### src/rtl/OoO_pkg.sv
// Shared types for the core's AXI read-side plumbing.
// Contents: bus widths, AXI read request/response payloads, the read-arbiter
// state encoding and the read-owner encoding.
package OoO_pkg;

    localparam int unsigned AXI_ADDR_W  = 32;
    localparam int unsigned AXI_DATA_W  = 64;
    localparam int unsigned AXI_LEN_W   = 8;
    localparam int unsigned AXI_SIZE_W  = 3;
    localparam int unsigned AXI_BURST_W = 2;
    localparam int unsigned AXI_RESP_W  = 2;

    // Master-to-slave half of an AXI read port (AR channel plus R-channel ready).
    typedef struct packed {
        logic                   arvalid;
        logic [AXI_ADDR_W-1:0]  araddr;
        logic [AXI_LEN_W-1:0]   arlen;
        logic [AXI_SIZE_W-1:0]  arsize;
        logic [AXI_BURST_W-1:0] arburst;
        logic                   rready;
    } axi_r_m2s_t;

    // Slave-to-master half of an AXI read port (AR ready plus R channel).
    typedef struct packed {
        logic                   arready;
        logic                   rvalid;
        logic [AXI_DATA_W-1:0]  rdata;
        logic [AXI_RESP_W-1:0]  rresp;
        logic                   rlast;
    } axi_r_s2m_t;

    // AR payload captured at grant and replayed downstream.
    typedef struct packed {
        logic [AXI_ADDR_W-1:0]  araddr;
        logic [AXI_LEN_W-1:0]   arlen;
        logic [AXI_SIZE_W-1:0]  arsize;
        logic [AXI_BURST_W-1:0] arburst;
    } axi_ar_payload_t;

    typedef enum logic [1:0] {
        RD_ARB_IDLE = 2'd0,
        RD_ARB_AR   = 2'd1,
        RD_ARB_RD   = 2'd2
    } rd_arb_state_e;

    typedef enum logic {
        RD_OWNER_IFU = 1'b0,
        RD_OWNER_LSU = 1'b1
    } rd_owner_e;

endpackage

### src/rtl/axi_rd_arbiter.sv
// Two-master AXI read arbiter: IFU refill and LSU share one memory read port.
// Round-robin grant, ownership held for the whole burst, AR latched at grant.
// A frontend flush drains an in-flight IFU burst while hiding its beats.
// Ports:
//   clock, reset        rising-edge clock, async active-low reset
//   flush_frontend      discard any outstanding IFU read
//   ifu_r_m2s/ifu_r_s2m IFU read request / response
//   lsu_r_m2s/lsu_r_s2m LSU read request / response
//   mem_r_m2s/mem_r_s2m memory-side read request / response
//   arb_busy            state is not IDLE
// AR ready and the R channel are combinational pass-throughs by design.
module axi_rd_arbiter
    import OoO_pkg::*;
(
    input  logic       clock,
    input  logic       reset,
    input  logic       flush_frontend,
    input  axi_r_m2s_t ifu_r_m2s,
    output axi_r_s2m_t ifu_r_s2m,
    input  axi_r_m2s_t lsu_r_m2s,
    output axi_r_s2m_t lsu_r_s2m,
    output axi_r_m2s_t mem_r_m2s,
    input  axi_r_s2m_t mem_r_s2m,
    output logic       arb_busy
);

    rd_arb_state_e   state_q, state_d;
    rd_owner_e       owner_q, owner_d;
    rd_owner_e       last_owner_q, last_owner_d;
    logic            drop_q, drop_d;
    axi_ar_payload_t ar_q, ar_d;

    logic      ifu_cand;
    logic      lsu_cand;
    rd_owner_e pick;
    logic      flush_ifu;
    logic      drop_now;
    logic      mem_rready;

    // Round-robin pick: on a tie the master that did not own the last burst wins.
    function automatic rd_owner_e rr_pick(input rd_owner_e last, input logic ifu_c,
                                          input logic lsu_c);
        if (ifu_c && lsu_c) begin
            return (last == RD_OWNER_IFU) ? RD_OWNER_LSU : RD_OWNER_IFU;
        end
        return ifu_c ? RD_OWNER_IFU : RD_OWNER_LSU;
    endfunction

    // State and bookkeeping registers.
    always_ff @(posedge clock or negedge reset) begin
        if (!reset) begin
            state_q      <= RD_ARB_IDLE;
            owner_q      <= RD_OWNER_IFU;
            last_owner_q <= RD_OWNER_LSU;
            drop_q       <= 1'b0;
            ar_q         <= '0;
        end else begin
            state_q      <= state_d;
            owner_q      <= owner_d;
            last_owner_q <= last_owner_d;
            drop_q       <= drop_d;
            ar_q         <= ar_d;
        end
    end

    // Next state, grant and channel muxing.
    always_comb begin
        state_d      = state_q;
        owner_d      = owner_q;
        last_owner_d = last_owner_q;
        drop_d       = drop_q;
        ar_d         = ar_q;
        ifu_r_s2m    = '0;
        lsu_r_s2m    = '0;
        mem_r_m2s    = '0;
        mem_rready   = 1'b0;

        // Grants are gated by reset so arready reads 0 while reset is held.
        ifu_cand  = ifu_r_m2s.arvalid & ~flush_frontend & reset;
        lsu_cand  = lsu_r_m2s.arvalid & reset;
        pick      = rr_pick(last_owner_q, ifu_cand, lsu_cand);
        flush_ifu = flush_frontend & (owner_q == RD_OWNER_IFU);
        // A flush landing on a beat already hides that beat, including rlast.
        drop_now  = drop_q | flush_ifu;

        mem_r_m2s.araddr  = ar_q.araddr;
        mem_r_m2s.arlen   = ar_q.arlen;
        mem_r_m2s.arsize  = ar_q.arsize;
        mem_r_m2s.arburst = ar_q.arburst;

        case (state_q)
            RD_ARB_IDLE: begin
                if (ifu_cand || lsu_cand) begin
                    owner_d = pick;
                    state_d = RD_ARB_AR;
                    if (pick == RD_OWNER_IFU) begin
                        ifu_r_s2m.arready = 1'b1;
                        ar_d = '{araddr: ifu_r_m2s.araddr, arlen: ifu_r_m2s.arlen,
                                 arsize: ifu_r_m2s.arsize, arburst: ifu_r_m2s.arburst};
                    end else begin
                        lsu_r_s2m.arready = 1'b1;
                        ar_d = '{araddr: lsu_r_m2s.araddr, arlen: lsu_r_m2s.arlen,
                                 arsize: lsu_r_m2s.arsize, arburst: lsu_r_m2s.arburst};
                    end
                end
            end
            RD_ARB_AR: begin
                // The latched AR is always issued, even once dropped.
                mem_r_m2s.arvalid = 1'b1;
                if (flush_ifu) begin
                    drop_d = 1'b1;
                end
                if (mem_r_s2m.arready) begin
                    state_d = RD_ARB_RD;
                end
            end
            RD_ARB_RD: begin
                if (drop_now) begin
                    mem_rready = 1'b1;
                end else if (owner_q == RD_OWNER_IFU) begin
                    mem_rready          = ifu_r_m2s.rready;
                    ifu_r_s2m.rvalid    = mem_r_s2m.rvalid;
                    ifu_r_s2m.rdata     = mem_r_s2m.rdata;
                    ifu_r_s2m.rresp     = mem_r_s2m.rresp;
                    ifu_r_s2m.rlast     = mem_r_s2m.rlast;
                end else begin
                    mem_rready          = lsu_r_m2s.rready;
                    lsu_r_s2m.rvalid    = mem_r_s2m.rvalid;
                    lsu_r_s2m.rdata     = mem_r_s2m.rdata;
                    lsu_r_s2m.rresp     = mem_r_s2m.rresp;
                    lsu_r_s2m.rlast     = mem_r_s2m.rlast;
                end
                if (flush_ifu) begin
                    drop_d = 1'b1;
                end
                if (mem_r_s2m.rvalid && mem_rready && mem_r_s2m.rlast) begin
                    last_owner_d = owner_q;
                    drop_d       = 1'b0;
                    state_d      = RD_ARB_IDLE;
                end
            end
            default: begin
                state_d = RD_ARB_IDLE;
            end
        endcase

        mem_r_m2s.rready = mem_rready;
    end

    assign arb_busy = (state_q != RD_ARB_IDLE);

endmodule

### config.mk
export PLATFORM = sky130hd
export DESIGN_NAME = axi_rd_arbiter
export DESIGN_NICKNAME = d
export VERILOG_FILES = /design/src/rtl/OoO_pkg.sv /design/src/rtl/axi_rd_arbiter.sv
export SDC_FILE = /design/constraint.sdc
export NUM_CORES = 1
export LEC_CHECK = 0
export BUFFER_PORTS_ARGS = -buffer_cell sky130_fd_sc_hd__buf_2
export CAP_MARGIN = 20
export CELL_PAD_IN_SITES_DETAIL_PLACEMENT = 0
export CELL_PAD_IN_SITES_GLOBAL_PLACEMENT = 1
export CORE_AREA = 5 5 132 134
export DETAILED_ROUTE_END_ITERATION = 10
export DIE_AREA = 0 0 137 139
export MAX_ROUTING_LAYER = met4
export PLACE_DENSITY_LB_ADDON = 0.05
export SYNTH_ARGS = -nofsm -noshare
export SYNTH_HDL_FRONTEND = slang
export SYNTH_SLANG_ARGS = --single-unit
### constraint.sdc
create_clock -name clock -period 2.1 [get_ports clock]
set_input_delay 0.21 -clock clock [delete_from_list [all_inputs] [get_ports clock]]
set_output_delay 0.21 -clock clock [all_outputs]
set_load 0.01 [all_outputs]
==> results of run 1 <==
-- final timing paths --
path | start | slack [ns] | cells past startpoint | end
hold reg to reg | mem_r_m2s[17] | 0.48 | 2 | mem_r_m2s[17]
setup / recovery | state_q[0] | 0.12 | 8 | ifu_r_s2m[15]
hold / removal | lsu_r_m2s[26] | 0.19 | 3 | mem_r_m2s[26]
min in group asynchronous | reset | 0.34 | 2 | owner_q
setup reg to reg | state_q[1] | 0.31 | 5 | state_q[1]
max in group asynchronous | reset | 1.09 | 3 | mem_r_m2s[36]
-- kinds of logic (layout without fill, tap and decap cells) --
| group | count (synthesis) | in the layout | share of synthesized area (%) |
|---|---|---|---|
| fa+ha+maj | 3 | 3 | 1.10 |
| flops | 50 | 50 | 36.7 |
| mux | 48 | 48 | 14.2 |
| other cells | 0 | 1 | 0 |
| simple gates | 193 | 193 | 32.2 |
| compound gates | 54 | 54 | 8.66 |
| buf+inv | 38 | 380 | 7.16 |
-- timing repair --
| item | in CTS | in global routing |
|---|---|---|
| pin swaps | 1 | 1 |
| endpoints found under the setup margin | 94 | 68 |
| gates resized for setup | 4 | 1 |
| gates cloned | 1 | 1 |
| endpoints found under the hold margin | 15 | 0 |
| setup buffers | 1 | 1 |
| hold buffers | 1 | 0 |
-- layer usage --
| layer | track usage [%] | part of all wire [%] | vias to the layer above |
|---|---|---|---|
| li1 | - | - | 1937 |
| met1 | 16.8 | 39 | 1644 |
| met2 | 25.2 | 51 | 184 |
| met3 | 3.70 | 8.4 | 16 |
| met4 | 4.10 | 1.8 | 0 |
| met5 | - | 0 | - |
-- registers in the layout, summed over array words and instances, names as in the netlist --
signal	cells
owner_q	1
last_owner_q	1
mem_r_m2s	45
state_q	2
drop_q	1
-- power groups by stage --
stage,Sequential [mW],Clock [mW],Combinational (mW)
2_1_floorplan,1.84,0,0.986
5_1_grt,1.69,0.922,2.48
4_1_cts,1.64,0.870,2.28
3_5_place_dp,1.65,0,2.25
6_report,1.63,0.834,2.23
3_3_place_gp,1.63,0,2.24
-- layout make-up --
type | instances | area [um2] | area share (%)
flip-flops and latches | 50 | 1250 | 22.3
well taps | 220 | 275 | 4.90
multi-input cells | 298 | 1950 | 34.6
repair buffers | 366 | 1970 | 35.1
inverters | 6 | 22.5 | 0.401
clock inverters | 2 | 12.5 | 0.223
diodes | 1 | 2.50 | 0.0445
clock buffers | 6 | 139 | 2.47
-- placed cells by master, fill, tap and decap left out, types with 2 or more instances in the layout --
| cell type | Yosys | routed |
|---|---|---|
| ha_1 | 3 | 2 |
| buf_4 | 2 | 7 |
| nand2_1 | 47 | 47 |
| o21ai_0 | 17 | 17 |
| clkbuf_16 | 0 | 6 |
| dfrtp_1 | 49 | 49 |
| nor2_1 | 3 | 2 |
| mux2i_1 | 46 | 46 |
| inv_1 | 6 | 5 |
| and2_1 | 136 | 136 |
| buf_12 | 4 | 5 |
| o21ai_1 | 29 | 29 |
| buf_2 | 5 | 351 |
-- metrics by stage --
stage / worst slack [ns] / utilization, % / instance area [um2] / cells
after floorplan: 0.419 / - / 3410 / 386
after global placement: 0.292 / 33.2 / 5370 / 935
after detailed placement: 0.238 / 33.2 / 5370 / 935
after CTS: 0.00556 / 34.6 / 5590 / 946
after global routing: 0.0238 / 34.8 / 5620 / 949
final: 0.118 / 34.8 / 5620 / 949
-- worst reg2reg max path, stage by stage, from the launching register on --
cell,delay [ns]
dfrtp_1,0.41
inv_1,0.08
ha_1,0.23
a222oi_1,0.34
o221ai_1,0.25
mux2_1,0.36
==> reports/results.ini, run 1 <==
[run_status]
status = finished, final reports clean

[power_and_ir_drop]
power_frac_seq_pct = 34.8
ir_worst_vdd_uv = 319
power.density_nw_per_um2 = 836
power_switching_mw = 1.84
combPwrFrac_pct = 47.5
p_int_mw = 2.86
p_leak_nw = 3.25
power.total_mw = 4.70
swShare_pct = 39.1
clkPwrFrac_pct = 17.7

[yosys]
synth_flop_cell = dfrtp_1
synth_area_leader_cell = dfrtp_1
ys_seq_elements = 50
synth_commonest_cells = and2_1, dfrtp_1, nand2_1
synth_edf_count = 0
synth_nets = 555
syn_inst = 386
synth.area.top_cells = dfrtp_1, and2_1, mux2i_1
netlist-cell-type-count = 32
synthesis.area_um2 = 3410
synth_most_common_cell = and2_1
synth_top_area_share_pct = 36.0
syn_avg_cell_area_um2 = 8.83
yosysWarnings = 0
synthArstFlopShare_pct = 100
yosysSeqAreaShare_pct = 36.7

[clock_tree]
cts.clk_slew.worst_paths_ns = 0.07
cts_max_level = 2
cts_tree = yes
clock_sinks = 50
root_buffer = clkbuf_16
clockBufferDepth = 2
clkLatencyLatePin_ns = 0.29
cts_made_buffers = 5

[grt]
track_usage_pct = 14.6
grt.overflow.total = 0
grt_pass1_wl_um = 21300
grt_max_degree = 70
grt_pass1_vias = 3865
antenna_found_initial = 1

[die]
dieArea_um2 = 19000
initial_core_util_pct = 21.1
die_w_um = 137
ios = 352
core_area_um2 = 16200
die_height_um = 139
num_rows = 47

[placed_design]
dp_hpwl_um = 11900
io_buffer_count = 351
place_congestion = 0.829

[final_layout]
layout.nets = 896
area_delta_synth_final_pct = 64.9
fillers = 1735
layout-drive-gt1-share_pct = 52.7

[critical_path]
crit_family = buffers and inverters
cp_max_fo = 17
cp_data_arrival_time_ns = 1.77
cp_slowest_stage_delay_ns = 0.40
crit_type = reg2out
cp-start-kind = register
critPathCaptureType = primary output
slowest_stage = dfrtp_1
cp_num_buf_inv = 4
cp.required_ns = 1.89
path_cells = inv_2, ha_4, nand2b_4, nor3_4, buf_4, buf_12, and2_1, buf_2

[drt]
ant_nets = 0
dr.pass1.iters = 4
wl_per_cell_um = 15.4
via_per_inst = 3.98
vias = 3781
drc = 0
wl_um = 14600
first_iter_violations = 105

[sta]
grt_setup_unrepaired = false
relSlewSlack_pct = 69.0
fin_crit_sh_pct = 94.4
fin_setup_tns_ns = 0
hold_viol_final = 0
finalMaxSlewViolations = 0
setup_viol = 0
period_needed_ns = 1.98
whs_ns = 0.189
tightest_slew_ns = 0.465
fmax_mhz = 505
skew_ns = 0.00431

[run]
cap_violations = 0

[worst_hold_path]
hold_path.class = in2reg

(Power assumes the default switching activity.)
==> run 2: changes to the inputs <==
- CORE_AREA: 5 5 132 134 -> 5 5 134 136
- DIE_AREA: 0 0 137 139 -> 0 0 139 141
- clock period: 2.1 -> 2.3 ns (I/O delays scaled with it)
==> run 2 against run 1 <==
Against the previous run: first-iteration DRC count is 25% lower; cell count is 0.42% higher; core utilization is 1.4 points lower; hold slack gained 0.025 ns; critical path depth unchanged; combinational power fell by 10%; clock-buffer cell count unchanged; non-clock buffer count is 1 lower; final area fell by 0.18%; clock skew rose by 0.0015 ns; largest power group unchanged; sequential share of layout area about the same.
==> reports/results.ini, run 2 (synthesis gave the netlist of run 1 again) <==
[run_status]
status = finished, final reports clean

[die]
dieArea_um2 = 19600  ; +2.9%
initial_core_util_pct = 20.3  ; -0.81 points
die_height_um = 141  ; +1.4%
ios = 352  ; unchanged
num_rows = 48  ; +2.1%
die_w_um = 139  ; +1.5%
core_area_um2 = 16800  ; +4.0%

[sta]
tightest_slew_ns = 0.520  ; +0.0546 ns
period_needed_ns = 2.21
setup_viol = 0  ; unchanged
relSlewSlack_pct = 65.4  ; -3.6 points
hold_viol_final = 0  ; unchanged
skew_ns = 0.00584  ; +0.00152 ns
fmax_mhz = 453
grt_setup_unrepaired = false
fin_crit_sh_pct = 96.1
finalMaxSlewViolations = 0  ; unchanged
fin_setup_tns_ns = 0  ; unchanged

[drt]
drc = 0  ; unchanged
dr.pass1.iters = 4  ; unchanged
wl_per_cell_um = 15.9  ; +3.7%
vias = 3818  ; +0.98%
first_iter_violations = 79  ; -25%
ant_nets = 0  ; unchanged
wl_um = 15200  ; +4.1%
via_per_inst = 4.01  ; +0.55%

[power_and_ir_drop]
power.total_mw = 4.26  ; -9.4%
power.density_nw_per_um2 = 758  ; -9.3%
combPwrFrac_pct = 47.1  ; -0.4 points
ir_worst_vdd_uv = 325  ; +2.1%
clkPwrFrac_pct = 17.8  ; about the same
power_frac_seq_pct = 35.1  ; +0.3 points
p_int_mw = 2.59  ; -9.6%
p_leak_nw = 3.23  ; -0.43%
swShare_pct = 39.2  ; +0.14 points
power_switching_mw = 1.67  ; -9.1%

[final_layout]
layout_common_cells = buf_2, and2_1, dfrtp_1
layout-drive-gt1-share_pct = 52.7  ; -0.065 points
fin_cells = 953  ; +0.42%
largest_reg_flops = 45  ; unchanged
area_delta_synth_final_pct = 64.6
multi_input_area_um2 = 1940  ; -0.26%
final_common_cell = buf_2
seqCellArea_um2 = 1250  ; unchanged
fillers = 1853  ; +6.8%
layout.nets = 895  ; -0.11%

[grt]
antenna_found_initial = 1  ; unchanged
grt_max_degree = 69  ; -1.4%
track_usage_pct = 14.1  ; -0.52 points
grt_pass1_vias = 3877  ; +0.31%
met2_usage_pct = 25.7  ; +0.55 points
busiest_layer = met2
met1_usage_pct = 15.7  ; -1.1 points
grt_pass1_wl_um = 21500  ; +1.1%
use_met3_pct = 3.80  ; +0.098 points
grt.overflow.total = 0  ; unchanged

[placed_design]
dpl.cell_count = 938  ; +0.32%
dp_hpwl_um = 12100  ; +2.0%
place_congestion = 0.828  ; -0.14%
io_buffer_count = 351  ; unchanged

[clock_tree]
cts_max_level = 2  ; unchanged
cts.clk_slew.worst_paths_ns = 0.07  ; about the same
clock_sinks = 50  ; unchanged
clkLatencyLatePin_ns = 0.29  ; about the same
root_buffer = clkbuf_16
clockBufferDepth = 2  ; unchanged
cts_made_buffers = 5  ; unchanged
cts_tree = yes

[run]
cap_violations = 0  ; unchanged

[critical_path]
cp_slowest_stage_delay_ns = 0.39  ; about the same
crit_family = buffers and inverters
rrSetupSlack_ns = 0.55  ; +0.24 ns
crit_type = reg2out
cp_max_fo = 17  ; unchanged
critPathCaptureType = primary output
slowest_stage = dfrtp_1
cp_num_buf_inv = 4  ; unchanged
cp-start-kind = register
cp_data_arrival_time_ns = 1.98  ; +0.21 ns
path_cells = inv_2, ha_4, nand2b_2, nor3_4, buf_12, clkbuf_16, and2_1, buf_2
cp.required_ns = 2.07  ; +0.18 ns

[worst_hold_path]
hold_path.class = in2reg

## run 2: cell types whose count changed in the layout (fill, tap and decap cells not counted)
| cell | change |
|---|---|
| buf_4 | -2 |
| buf_12 | -1 |
| buf_16 | -1 |
| buf_6 | +1 |
| buf_8 | +1 |
| clkbuf_16 | +1 |
| nand2b_2 | +1 |
| nand2b_4 | -1 |
## run 2: final cells by class
class | instances | share of cell area, %
inverters | 6 | 0.401
clock inverters | 2 | 0.223
clock buffers | 6 | 2.47
well taps | 225 | 5.02
multi-input cells | 298 | 34.6
repair buffers | 365 | 34.9
diodes | 1 | 0.0446
flip-flops and latches | 50 | 22.3
## run 2: layer usage
metal,wire length (um),up-vias
li1,-,1934
met1,5990,1688
met2,7900,184
met3,1130,12
met4,165,0
met5,0,-
## run 2: path summary, 6_finish.rpt
kind / depth (start not counted) / to / start
min in group asynchronous: 3 / mem_r_m2s[40] / reset
min: 3 / mem_r_m2s[33] / lsu_r_m2s[33]
max in group asynchronous: 3 / last_owner_q / reset
max: 8 / ifu_r_s2m[62] / state_q[0]
max reg2reg: 5 / state_q[1] / state_q[1]
min reg2reg: 2 / mem_r_m2s[9] / mem_r_m2s[9]
## run 2: power by group through the flow
stage	logic (mW)	clock network, mW	registers, mW
floorplan	0.900	0	1.68
global placement	2.03	0	1.49
detailed placement	2.02	0	1.51
CTS	2.03	0.800	1.50
global route	2.23	0.834	1.55
finish	2.00	0.760	1.49
## run 2: stage by stage
step	hold slack, ns	setup slack (ns)	utilization, %	area (um2)
3_5_place_dp	0.302	0.414	31.7	5340
3_3_place_gp	0.291	0.461	31.7	5340
4_1_cts	0.205	0.0726	32.7	5500
6_report	0.214	0.0905	33.4	5610
5_1_grt	0.224	0.0185	33.4	5610
2_1_floorplan	-0.0656	0.599	-	3410
## run 2: worst register-to-register path, cell delays in order, from the launching register on
cell      delay [ns]
dfrtp_1         0.40
inv_1           0.09
ha_1            0.23
a222oi_1        0.33
o221ai_1        0.23
mux2_1          0.35
## run 2: timing repair
item	CTS	global route
gates resized for setup	0	5
setup endpoints to repair	0	36
hold buffers	1	0
hold endpoints to repair	18	0
buffers inserted	0	1
